### config.mk
export PLATFORM = sky130hd
export DESIGN_NAME = plane_span_walker_flat
export DESIGN_NICKNAME = d
export VERILOG_FILES = /design/src/rtl/pvr_interp_pkg.sv /design/src/rtl/plane_span_walker_if.sv /design/src/rtl/plane_mul_shift.sv /design/src/rtl/plane_span_walker.sv /design/src/flat_wrapper.sv
export SDC_FILE = /design/constraint.sdc
export NUM_CORES = 2
export LEC_CHECK = 0
export BUFFER_PORTS_ARGS = -buffer_cell sky130_fd_sc_hd__buf_2
export CAP_MARGIN = 20
export CELL_PAD_IN_SITES_DETAIL_PLACEMENT = 1
export CELL_PAD_IN_SITES_GLOBAL_PLACEMENT = 1
export CORE_MARGIN = 5
export CORE_UTILIZATION = 44
export DETAILED_ROUTE_END_ITERATION = 10
export PLACE_DENSITY = 0.77
export SLEW_MARGIN = 5
export SYNTH_ARGS = -nofsm -noshare
export SYNTH_HDL_FRONTEND = slang
export SYNTH_SLANG_ARGS = --single-unit
### constraint.sdc
create_clock -name clock -period 10.7 [get_ports clock]
set_input_delay 0 -clock clock [delete_from_list [all_inputs] [get_ports clock]]
set_output_delay 0 -clock clock [all_outputs]
set_load 0.1 [all_outputs]
### src/rtl/pvr_interp_pkg.sv
`default_nettype none
// ============================================================================
// Module      : pvr_interp_pkg
// Description : Shared definitions for the plane interpolation walker:
//               default fixed-point format, walker FSM states and the
//               colour/alpha clamp ceiling.
// Revision    : 1.0 - initial release
// ============================================================================
package pvr_interp_pkg;

    // Fractional bits of plane coefficients and interpolated outputs.
    localparam int c_FRAC_BITS = 8;

    typedef enum logic [1:0] {
        IDLE  = 2'd0,
        MUL_X = 2'd1,
        MUL_Y = 2'd2,
        WALK  = 2'd3
    } walker_state_t;

    // Largest clamped output: 255 + (2^FRAC_BITS - 1)/2^FRAC_BITS.
    localparam logic [31:0] c_CLAMP_MAX = 32'((64'd1 << (c_FRAC_BITS + 8)) - 64'd1);

    // Clamp ceiling for an arbitrary fractional width.
    function automatic logic [31:0] clamp_max(input int frac_bits);
        return 32'((64'd1 << (frac_bits + 8)) - 64'd1);
    endfunction

endpackage
`default_nettype wire

### src/rtl/plane_span_walker_if.sv
`default_nettype none
// ============================================================================
// Module      : plane_span_walker_if
// Description : Command and pixel-output handshake bundle of the plane span
//               walker. The slave side is the walker, the master side is
//               plane setup (commands) together with the pixel consumer.
// Revision    : 1.0 - initial release
// ============================================================================
interface plane_span_walker_if;

    logic        cmd_valid;
    logic        cmd_ready;
    logic [31:0] cmd_ddx;
    logic [31:0] cmd_ddy;
    logic [31:0] cmd_c;
    logic [15:0] cmd_x0;
    logic [15:0] cmd_y0;

    logic        out_valid;
    logic        out_ready;
    logic [15:0] out_x;
    logic [15:0] out_y;
    logic [31:0] out_val;
    logic        out_last;

    logic        busy;

    modport master (
        output cmd_valid, cmd_ddx, cmd_ddy, cmd_c, cmd_x0, cmd_y0, out_ready,
        input  cmd_ready, out_valid, out_x, out_y, out_val, out_last, busy
    );

    modport slave (
        input  cmd_valid, cmd_ddx, cmd_ddy, cmd_c, cmd_x0, cmd_y0, out_ready,
        output cmd_ready, out_valid, out_x, out_y, out_val, out_last, busy
    );

endinterface
`default_nettype wire

### src/rtl/plane_mul_shift.sv
`default_nettype none
// ============================================================================
// Module      : plane_mul_shift
// Description : Combinational unsigned 16-bit origin times signed fixed-point
//               coefficient. The origin is promoted to fixed point, multiplied
//               and shifted back, keeping the low 32 bits (p*d mod 2^32).
//               FRAC_BITS must be at least 1.
// Revision    : 1.0 - initial release
// ============================================================================
module plane_mul_shift #(
    parameter int FRAC_BITS = 8
) (
    input  wire         [15:0] i_p,
    input  wire  signed [31:0] i_d,
    output logic signed [31:0] o_prod
);

    // Only the low 32+FRAC_BITS product bits can reach the truncated result.
    localparam int c_PW = 32 + FRAC_BITS;

    logic signed [c_PW-1:0] w_p_shift;
    logic signed [c_PW-1:0] w_d_ext;

    assign w_p_shift = signed'(c_PW'({i_p, {FRAC_BITS{1'b0}}}));
    assign w_d_ext   = c_PW'(i_d);
    assign o_prod    = 32'((w_p_shift * w_d_ext) >>> FRAC_BITS);

endmodule
`default_nettype wire

### src/rtl/plane_span_walker.sv
`default_nettype none
// ============================================================================
// Module      : plane_span_walker
// Description : Walks a TILE_W x TILE_H tile in raster order evaluating the
//               plane value*x*ddx + y*ddy + c by forward differencing, one
//               pixel per cycle. Build option INTERP_CLAMP_EN saturates the
//               output to [0, 255.996] for colour/alpha use; without it the
//               output is the raw wrapped accumulator.
// Revision    : 1.0 - initial release
// ============================================================================
module plane_span_walker
    import pvr_interp_pkg::*;
#(
    parameter int FRAC_BITS = c_FRAC_BITS,
    parameter int TILE_W    = 32,
    parameter int TILE_H    = 32
) (
    input wire                 clock,
    input wire                 reset_n,
    plane_span_walker_if.slave bus
);

    localparam int c_CW = (TILE_W > 1) ? $clog2(TILE_W) : 1;
    localparam int c_RW = (TILE_H > 1) ? $clog2(TILE_H) : 1;
    localparam logic [c_CW-1:0] c_COL_LAST = c_CW'(TILE_W - 1);
    localparam logic [c_RW-1:0] c_ROW_LAST = c_RW'(TILE_H - 1);

    walker_state_t r_state;
    walker_state_t w_state_nxt;

    logic [31:0]        r_ddx;
    logic [31:0]        r_ddy;
    logic [31:0]        r_c;
    logic [15:0]        r_x0;
    logic [15:0]        r_y0;
    logic [31:0]        r_acc;
    logic [31:0]        r_row_val;
    logic [31:0]        r_cur_val;
    logic [c_CW-1:0]    r_col;
    logic [c_RW-1:0]    r_row;

    logic               w_cmd_ready;
    logic               w_out_valid;
    logic               w_busy;
    logic               w_accept;
    logic               w_fire;
    logic               w_col_end;
    logic               w_row_end;
    logic [15:0]        w_mul_p;
    logic signed [31:0] w_mul_d;
    logic signed [31:0] w_mul_res;
    logic [31:0]        w_out_val;

    assign w_accept  = w_cmd_ready & bus.cmd_valid;
    assign w_fire    = w_out_valid & bus.out_ready;
    assign w_col_end = (r_col == c_COL_LAST);
    assign w_row_end = (r_row == c_ROW_LAST);

    // One multiplier serves both origin terms: x in MUL_X, y in MUL_Y.
    assign w_mul_p = (r_state == MUL_Y) ? r_y0 : r_x0;
    assign w_mul_d = (r_state == MUL_Y) ? signed'(r_ddy) : signed'(r_ddx);

    plane_mul_shift #(
        .FRAC_BITS (FRAC_BITS)
    ) u_mul (
        .i_p    (w_mul_p),
        .i_d    (w_mul_d),
        .o_prod (w_mul_res)
    );

    // State register.
    always_ff @(posedge clock) begin
        if (!reset_n) begin
            r_state <= IDLE;
        end else begin
            r_state <= w_state_nxt;
        end
    end

    // Next-state and handshake decode.
    always_comb begin
        w_state_nxt = r_state;
        w_cmd_ready = 1'b0;
        w_out_valid = 1'b0;
        w_busy      = 1'b1;
        case (r_state)
            IDLE: begin
                w_cmd_ready = 1'b1;
                w_busy      = 1'b0;
                if (bus.cmd_valid) begin
                    w_state_nxt = MUL_X;
                end
            end
            MUL_X: w_state_nxt = MUL_Y;
            MUL_Y: w_state_nxt = WALK;
            WALK: begin
                w_out_valid = 1'b1;
                if (bus.out_ready && w_col_end && w_row_end) begin
                    w_state_nxt = IDLE;
                end
            end
            default: w_state_nxt = IDLE;
        endcase
    end

    // Command capture, plane origin evaluation and forward-difference walk.
    always_ff @(posedge clock) begin
        if (!reset_n) begin
            r_ddx     <= '0;
            r_ddy     <= '0;
            r_c       <= '0;
            r_x0      <= '0;
            r_y0      <= '0;
            r_acc     <= '0;
            r_row_val <= '0;
            r_cur_val <= '0;
            r_col     <= '0;
            r_row     <= '0;
        end else begin
            if (w_accept) begin
                r_ddx <= bus.cmd_ddx;
                r_ddy <= bus.cmd_ddy;
                r_c   <= bus.cmd_c;
                r_x0  <= bus.cmd_x0;
                r_y0  <= bus.cmd_y0;
            end
            if (r_state == MUL_X) begin
                r_acc <= r_c + w_mul_res;
            end
            if (r_state == MUL_Y) begin
                r_row_val <= r_acc + w_mul_res;
                r_cur_val <= r_acc + w_mul_res;
                r_col     <= '0;
                r_row     <= '0;
            end
            // Row start value is kept so each new row steps by ddy from it.
            if (w_fire) begin
                if (!w_col_end) begin
                    r_col     <= r_col + 1'b1;
                    r_cur_val <= r_cur_val + r_ddx;
                end else if (!w_row_end) begin
                    r_col     <= '0;
                    r_row     <= r_row + 1'b1;
                    r_row_val <= r_row_val + r_ddy;
                    r_cur_val <= r_row_val + r_ddy;
                end
            end
        end
    end

`ifdef INTERP_CLAMP_EN
    localparam logic [31:0] c_CLAMP_HI = clamp_max(FRAC_BITS);

    // Saturate the presented value only; the accumulators keep wrapping.
    always_comb begin
        w_out_val = r_cur_val;
        if (r_cur_val[31]) begin
            w_out_val = '0;
        end else if (r_cur_val > c_CLAMP_HI) begin
            w_out_val = c_CLAMP_HI;
        end
    end
`else
    assign w_out_val = r_cur_val;
`endif

    assign bus.cmd_ready = w_cmd_ready;
    assign bus.out_valid = w_out_valid;
    assign bus.out_x     = r_x0 + 16'(r_col);
    assign bus.out_y     = r_y0 + 16'(r_row);
    assign bus.out_val   = w_out_val;
    assign bus.out_last  = w_out_valid & w_col_end & w_row_end;
    assign bus.busy      = w_busy;

endmodule
`default_nettype wire

### src/flat_wrapper.sv
// flat-port wrapper written by rule: the top's interface ports become plain ports
module plane_span_walker_flat import pvr_interp_pkg::*;
#(
    parameter int FRAC_BITS = c_FRAC_BITS,
    parameter int TILE_W    = 32,
    parameter int TILE_H    = 32
)
  (clock, reset_n, bus_cmd_valid, bus_cmd_ddx, bus_cmd_ddy, bus_cmd_c, bus_cmd_x0, bus_cmd_y0, bus_out_ready, bus_cmd_ready, bus_out_valid, bus_out_x, bus_out_y, bus_out_val, bus_out_last, bus_busy);
  plane_span_walker_if bus_i ();
  input wire clock;
  input wire reset_n;
  input wire logic [$bits(bus_i.cmd_valid)-1:0] bus_cmd_valid;
  input wire logic [$bits(bus_i.cmd_ddx)-1:0] bus_cmd_ddx;
  input wire logic [$bits(bus_i.cmd_ddy)-1:0] bus_cmd_ddy;
  input wire logic [$bits(bus_i.cmd_c)-1:0] bus_cmd_c;
  input wire logic [$bits(bus_i.cmd_x0)-1:0] bus_cmd_x0;
  input wire logic [$bits(bus_i.cmd_y0)-1:0] bus_cmd_y0;
  input wire logic [$bits(bus_i.out_ready)-1:0] bus_out_ready;
  output wire logic [$bits(bus_i.cmd_ready)-1:0] bus_cmd_ready;
  output wire logic [$bits(bus_i.out_valid)-1:0] bus_out_valid;
  output wire logic [$bits(bus_i.out_x)-1:0] bus_out_x;
  output wire logic [$bits(bus_i.out_y)-1:0] bus_out_y;
  output wire logic [$bits(bus_i.out_val)-1:0] bus_out_val;
  output wire logic [$bits(bus_i.out_last)-1:0] bus_out_last;
  output wire logic [$bits(bus_i.busy)-1:0] bus_busy;
  assign bus_i.cmd_valid = bus_cmd_valid;
  assign bus_i.cmd_ddx = bus_cmd_ddx;
  assign bus_i.cmd_ddy = bus_cmd_ddy;
  assign bus_i.cmd_c = bus_cmd_c;
  assign bus_i.cmd_x0 = bus_cmd_x0;
  assign bus_i.cmd_y0 = bus_cmd_y0;
  assign bus_i.out_ready = bus_out_ready;
  assign bus_cmd_ready = bus_i.cmd_ready;
  assign bus_out_valid = bus_i.out_valid;
  assign bus_out_x = bus_i.out_x;
  assign bus_out_y = bus_i.out_y;
  assign bus_out_val = bus_i.out_val;
  assign bus_out_last = bus_i.out_last;
  assign bus_busy = bus_i.busy;
  plane_span_walker #(.FRAC_BITS(FRAC_BITS), .TILE_W(TILE_W), .TILE_H(TILE_H)) u_core (.clock(clock), .reset_n(reset_n), .bus(bus_i));
endmodule
### Yosys cells after proc, flatten, opt, wreduce, memory -nomap -nowiden

Cells that the tools add are included.

| word-level totals | value |
|---|---|
| input bits | 132 |
| bits in read-only memories | 0 |
| memories | 0 |
| register bits after elaboration | 236 |
| memory bits (writable) | 0 |
| latch bits | 0 |

| operators by class | value |
|---|---|
| reductions and logical operators | 4 |
| magnitude comparators | 0 |
| bitwise gates (word level) | 4 |
| shift-type cells | 0 |
| $add $sub $neg | 8 |
| divide/modulo/power cells | 0 |
| muxes and demuxes | 24 |
| equal/unequal tests | 7 |
| $mul | 1 |

Operators by type and width:

| operator | number |
|---|---|
| 2-to-1 mux 32 bit | 9 |
| adder 32 bit | 4 |
| 2-to-1 mux 5 bit | 8 |
| adder 16 x 5 -> 16 bit | 2 |
| multiplier 17 x 32 -> 32 bit | 1 |
| 2-to-1 mux 16 bit | 1 |
| adder 5 x 1 -> 5 bit (second input constant) | 2 |
| == test 5 bit (second input constant) | 2 |
| one-hot mux 2 bit (4 select lines) | 1 |
| bitwise AND 1 bit | 4 |
| == test 2 bit (second input constant) | 2 |
| 2-to-1 mux 2 bit | 2 |
| 2-to-1 mux 1 bit | 3 |
| == test 2 x 1 -> 1 bit (second input constant) | 1 |
| logical AND 1 bit | 2 |
| zero test 2 bit | 1 |
| != test 2 x 1 -> 1 bit (second input constant) | 1 |
| != test 2 bit (second input constant) | 1 |
| AND reduction 2 bit | 1 |

### Depth between registers and ports, before layout

| depth | value |
|---|---|
| depth in word-level cells | 8 |
| gate-level depth with buffers | 43 |
| depth with buffers taken out | 38 |

### By module

Synthesis repeated with hierarchy kept, for this count alone.

| unflattened totals | value |
|---|---|
| cells, all modules | 3587 |
| area, all modules | 28493.6 µm² |

By module, submodules not included:

| module | cells each | instances | area each (µm²) |
|---|---|---|---|
| plane_span_walker | 2171 | 1 | 16547.1 |
| plane_mul_shift | 1416 | 1 | 11946.5 |

### Worst setup path after synthesis

No wires, ideal clock.

| timing | value |
|---|---|
| path kind | reg2reg |
| from | reg u_core.r_state[0] |
| to | reg u_core.r_cur_val[31], in the netlist u_core.bus.out_val[31] |
| stages on the path, launching flop included | 39 |
| path slack | 1.084 ns |
| library setup time | 0.137 ns |
| arrival | 9.479 ns |
| required time | 10.563 ns |
| clock period less this slack | 9.616 ns |
| buffers on the path | 6 |
| cells stage by stage | dfxtp_1 -> inv_1 -> ha_1 -> buf_6 -> buf_6 -> buf_6 -> clkbuf_1 -> clkbuf_1 -> buf_1 -> mux2i_1 -> nor2_1 -> fa_1 -> inv_1 -> fa_1 -> fa_1 -> inv_1 -> fa_1 -> fa_1 -> (+3 left out) -> ha_1 -> a211o_1 -> a2111oi_0 -> nor2_1 -> a21o_1 -> a21oi_1 -> xnor2_1 -> ha_1 -> nand2_2 -> or4_4 -> a2111oi_4 -> o21ai_1 -> nand2_1 -> a41oi_1 -> a31o_1 -> or2_1 -> mux2i_1 -> o311ai_2 |

| on the way | value |
|---|---|
| cells in the longest elaborated chain, start to end | 8 |
| elaborated cells on any way between the ends | 12 |
| those cells by class | 1 x add/sub; 1 x mul; 2 x eq/ne; 7 x mux; 1 x bitwise |

RTL lines:

| item | line | text |
|---|---|---|
| start, declared | plane_span_walker.sv:28 | `walker_state_t r_state;` |
| start signal, assigned | plane_span_walker.sv:76 | `r_state <= w_state_nxt;` |
| == test 2 bit | plane_span_walker.sv:60, plane_span_walker.sv:61, plane_span_walker.sv:130 |  |
| 2-to-1 mux 16 bit or 2-to-1 mux 32 bit (tied branches) | plane_span_walker.sv:60, plane_span_walker.sv:61 |  |
| multiplier 17 x 32 -> 32 bit | plane_mul_shift.sv:26 | `assign o_prod = 32'((w_p_shift * w_d_ext) >>> FRAC_BITS);` |
| adder 32 bit | plane_span_walker.sv:132 | `r_cur_val <= r_acc + w_mul_res;` |
| 2-to-1 mux 32 bit | plane_span_walker.sv:130 | `if (r_state == MUL_Y) begin` |
| 2-to-1 mux 32 bit | plane_span_walker.sv:141 | `end else if (!w_row_end) begin` |
| 2-to-1 mux 32 bit | plane_span_walker.sv:138 | `if (!w_col_end) begin` |
| 2-to-1 mux 32 bit (*) | plane_span_walker.sv:137 | `if (w_fire) begin` |
| end signal, assigned | plane_span_walker.sv:132 |  |
| end signal, assigned | plane_span_walker.sv:140 | `r_cur_val <= r_cur_val + r_ddx;` |
| end signal, assigned | plane_span_walker.sv:145 | `r_cur_val <= r_row_val + r_ddy;` |
| end, declared | plane_span_walker.sv:38 | `logic [31:0] r_cur_val;` |

Every way passes the cells marked *; elsewhere a longest branch is shown, timed or not.
A chain may end at the register's enable or synchronous reset.

### Worst setup path in the final report

Same ends and word-level chain as after synthesis.

==> results.json <==
{
  "hold_viol_final": 0,
  "netlist_top_cells_area": "fa_1 22%, dfxtp_1 17%, ha_1 10%",
  "drive_gt1_frac": 0.1023,
  "wire_per_inst_um": 22.44,
  "synth_flop_cell": "dfxtp_1",
  "ctsLongestPathBuffers": 3,
  "synth.net_count": 4168,
  "io_pins": 200,
  "worstPathRequired_ns": 11.16,
  "crit_start": "u_core.r_state[0]",
  "syn_to_final_growth_pct": 15.88,
  "cts_tree": "done",
  "maxCapViolations": 0,
  "core_region_area_sq_mm": 0.06297,
  "timing.rr.end": "u_core.bus.out_val[31]",
  "num_rows": 92,
  "dp_hpwl_um": 80530,
  "worstReg2RegStart": "u_core.r_state[0]",
  "htree_levels": 1,
  "path_max_fanout": 18,
  "dieArea_sq_mm": 0.06865,
  "min_to": "u_core.r_state[0]",
  "dr.pass1.iters": 7,
  "vias": 26137,
  "synth.avg_cell_area_sq_um": 7.988,
  "synth_top_area_cell": "fa_1",
  "synth_edf_count": 0,
  "grt_max_degree": 76,
  "worst_path_max_delay_cell": "mux2i_1",
  "ff2ff_path_depth": 34,
  "synth_area_sq_mm": 0.02794,
  "fin_crit_sh": 0.9419,
  "dp_slack_ns": 0.6312,
  "grt_pass1_wl_um": 160100,
  "drv_slew": 0,
  "routed_wl_um": 104300,
  "clk-insertion-delay-late_ns": 0.59,
  "setup_ws_ns": 0.6214,
  "cts_root_buffer": "clkbuf_16",
  "yosysSeqAreaShare": 0.1691,
  "relSlewSlack": 0.2682,
  "postCtsSetupRepairBufs": 0,
  "final_common_cell": "nand2_1",
  "min_period_ns": 10.08,
  "cts_sinks": 236,
  "vias_per_cell": 5.623,
  "worstHoldStart": "bus_cmd_valid",
  "hp-class": "in2reg",
  "total_power_uw": 6838,
  "rrSetupSlack_ns": 0.62,
  "gr-total-overflow": 0,
  "power.leakage_uw": 0.01505,
  "vdd_ir_drop_max_uv": 327.9,
  "outcome": "completed",
  "clock.fmax_mhz": 99.22,
  "layout_common_cells": "630 x nand2_1, 459 x inv_1, 313 x a21oi_1",
  "crit_top_cell": "fa_1",
  "synth-async-reset-ratio": 0,
  "setup_viol": 0,
  "clk_pin_slew_worst_paths_ns": 0.07,
  "ys_ff_latch": 236,
  "die_w_um": 262.0,
  "synth_warnings": 0,
  "tightest_slew_ns": 1.088,
  "drt_iter0_markers": 1721,
  "remaining_drc_errors": 0,
  "yosysUniqueCellTypes": 81,
  "die_y_um": 262.0,
  "hold_depth": 5,
  "grt_pass1_vias": 27488,
  "clock_skew_ns": 0.01965,
  "ant_nets": 0,
  "setup_tns_ns": 0,
  "arrival_ns": 10.54,
  "cts_buffers": 30,
  "numPortBuffers": 199,
  "nets": 4448,
  "synth_top_area_frac": 0.2221,
  "cp-end-kind": "flip-flop",
  "p_per_area_mw_per_mm2": 211.2,
  "initial_core_util": 0.4438,
  "diodes": 0,
  "antenna_found_initial": 0,
  "crit_type": "reg2reg",
  "grt.total_usage": 0.2990,
  "place_congestion": 0.9636,
  "syn_inst": 3498,
  "grt_setup_unrepaired": "false",
  "fill_cells": 7693,
  "startpoint_type": "flip-flop",
  "max_stage_delay_ns": 0.76
}
[cell type report]
| class | instances | area [sq um] | share of cell area |
|---|---|---|---|
| Sequential cell | 236 | 4725 | 0.1459 |
| Multi-Input combinational cell | 2672 | 21020 | 0.6492 |
| Clock buffer | 33 | 782.0 | 0.02415 |
| Tap cell | 846 | 1059 | 0.03269 |
| Timing Repair Buffer | 377 | 2658 | 0.08207 |
| Clock inverter | 23 | 401.6 | 0.01240 |
| Inverter | 461 | 1735 | 0.05360 |
[report_power, final]
part | leakage, uW | total, uW | switching (uW) | internal (uW)
clock | 0.000567 | 1240 | 465 | 771
sequential | 0.00192 | 1290 | 233 | 1060
combinational | 0.0126 | 4310 | 2880 | 1430
total | 0.0151 | 6840 | 3580 | 3260
[cells in the mapped netlist, types with 8 or more instances]
library cell  instances
nand2_1             631
inv_1               460
a21oi_1             314
fa_1                310
nor2_1              310
dfxtp_1             236
ha_1                228
clkbuf_1            112
xnor2_1             107
o21ai_0              77
a21o_1               68
xor2_1               61
mux2i_1              55
o21a_1               42
nand3_1              38
mux2_2               37
o21ai_1              27
a211oi_1             25
nor2b_1              25
nor3_1               25
o21bai_1             19
a221oi_1             16
and3_1               16
nand4_1              16
a211o_1              14
a31oi_1              14
nand2b_1             14
o211ai_1             14
o22ai_1              13
or3_1                11
and2_1               10
buf_1                10
nand3b_1              9
nor3b_1               9
mux2_4                8
[through the flow]
stage | hold slack (ns) | cell area [sq um] | util | cells
finish | 0.07153 | 32380 | 0.5142 | 4648
floorplan | 0.1360 | 27940 | - | 3498
global placement | 0.2449 | 29890 | 0.4747 | 4462
global route | 0.09122 | 32380 | 0.5142 | 4648
CTS | 0.03295 | 32370 | 0.5141 | 4648
detailed placement | 0.2482 | 29890 | 0.4747 | 4462
[registers in the layout, summed over array words and instances, names as in the netlist, 16 cells and up]
register and count:
u_core.r_ddx 32, u_core.bus.out_val 32, u_core.r_ddy 32, u_core.r_c 32
u_core.r_row_val 32, u_core.r_x0 16, u_core.r_acc 32, u_core.r_y0 16
[timing repair]
| item | 4_1_cts | 5_1_grt |
|---|---|---|
| setup endpoints to repair | 0 | 3 |
| hold endpoints to repair | 145 | 0 |
| gates resized for setup | 0 | 2 |
| hold buffers | 130 | 0 |
[worst max-delay path, delay by kind of cell (launching register included)]
family	cells	cell delay, ns
buf+inv	5	0.36
flops	1	0.34
xor+xnor	1	0.37
simple gates	4	0.74
fa+ha+maj	9	4.36
mux	2	0.98
compound gates	13	2.78
[layer usage]
| metal | routed length, um | GRT usage | vias up | share of wire |
|---|---|---|---|---|
| li1 | - | - | 11991 | - |
| met1 | 43880 | 0.3902 | 13041 | 0.42 |
| met2 | 50060 | 0.5193 | 892 | 0.48 |
| met3 | 6329 | 0.03757 | 213 | 0.061 |
| met4 | 4016 | 0.09381 | 0 | 0.039 |
| met5 | 0 | 0 | - | 0 |
[worst max path at each step]
stage               slack (ns)  cells after the start                endpoint
floorplan                 1.08                     38  u_core.bus.out_val[31]
global placement          0.86                     34  u_core.bus.out_val[31]
detailed placement        0.63                     34  u_core.bus.out_val[31]
CTS                       0.53                     34  u_core.bus.out_val[31]
global route              0.02                     34  u_core.bus.out_val[31]
finish                    0.62                     34  u_core.bus.out_val[31]
[cells by family (layout without fill, tap and decap cells)]
logic type | after synthesis | count (layout) | synth area share
simple gates | 1141 | 1141 | 0.1700
compound gates | 716 | 716 | 0.1595
buf+inv | 590 | 894 | 0.08069
fa+ha+maj | 538 | 538 | 0.3242
flops | 236 | 236 | 0.1691
xor+xnor | 172 | 172 | 0.05499
mux | 105 | 105 | 0.04160
Power figures use the tool's default switching activity.
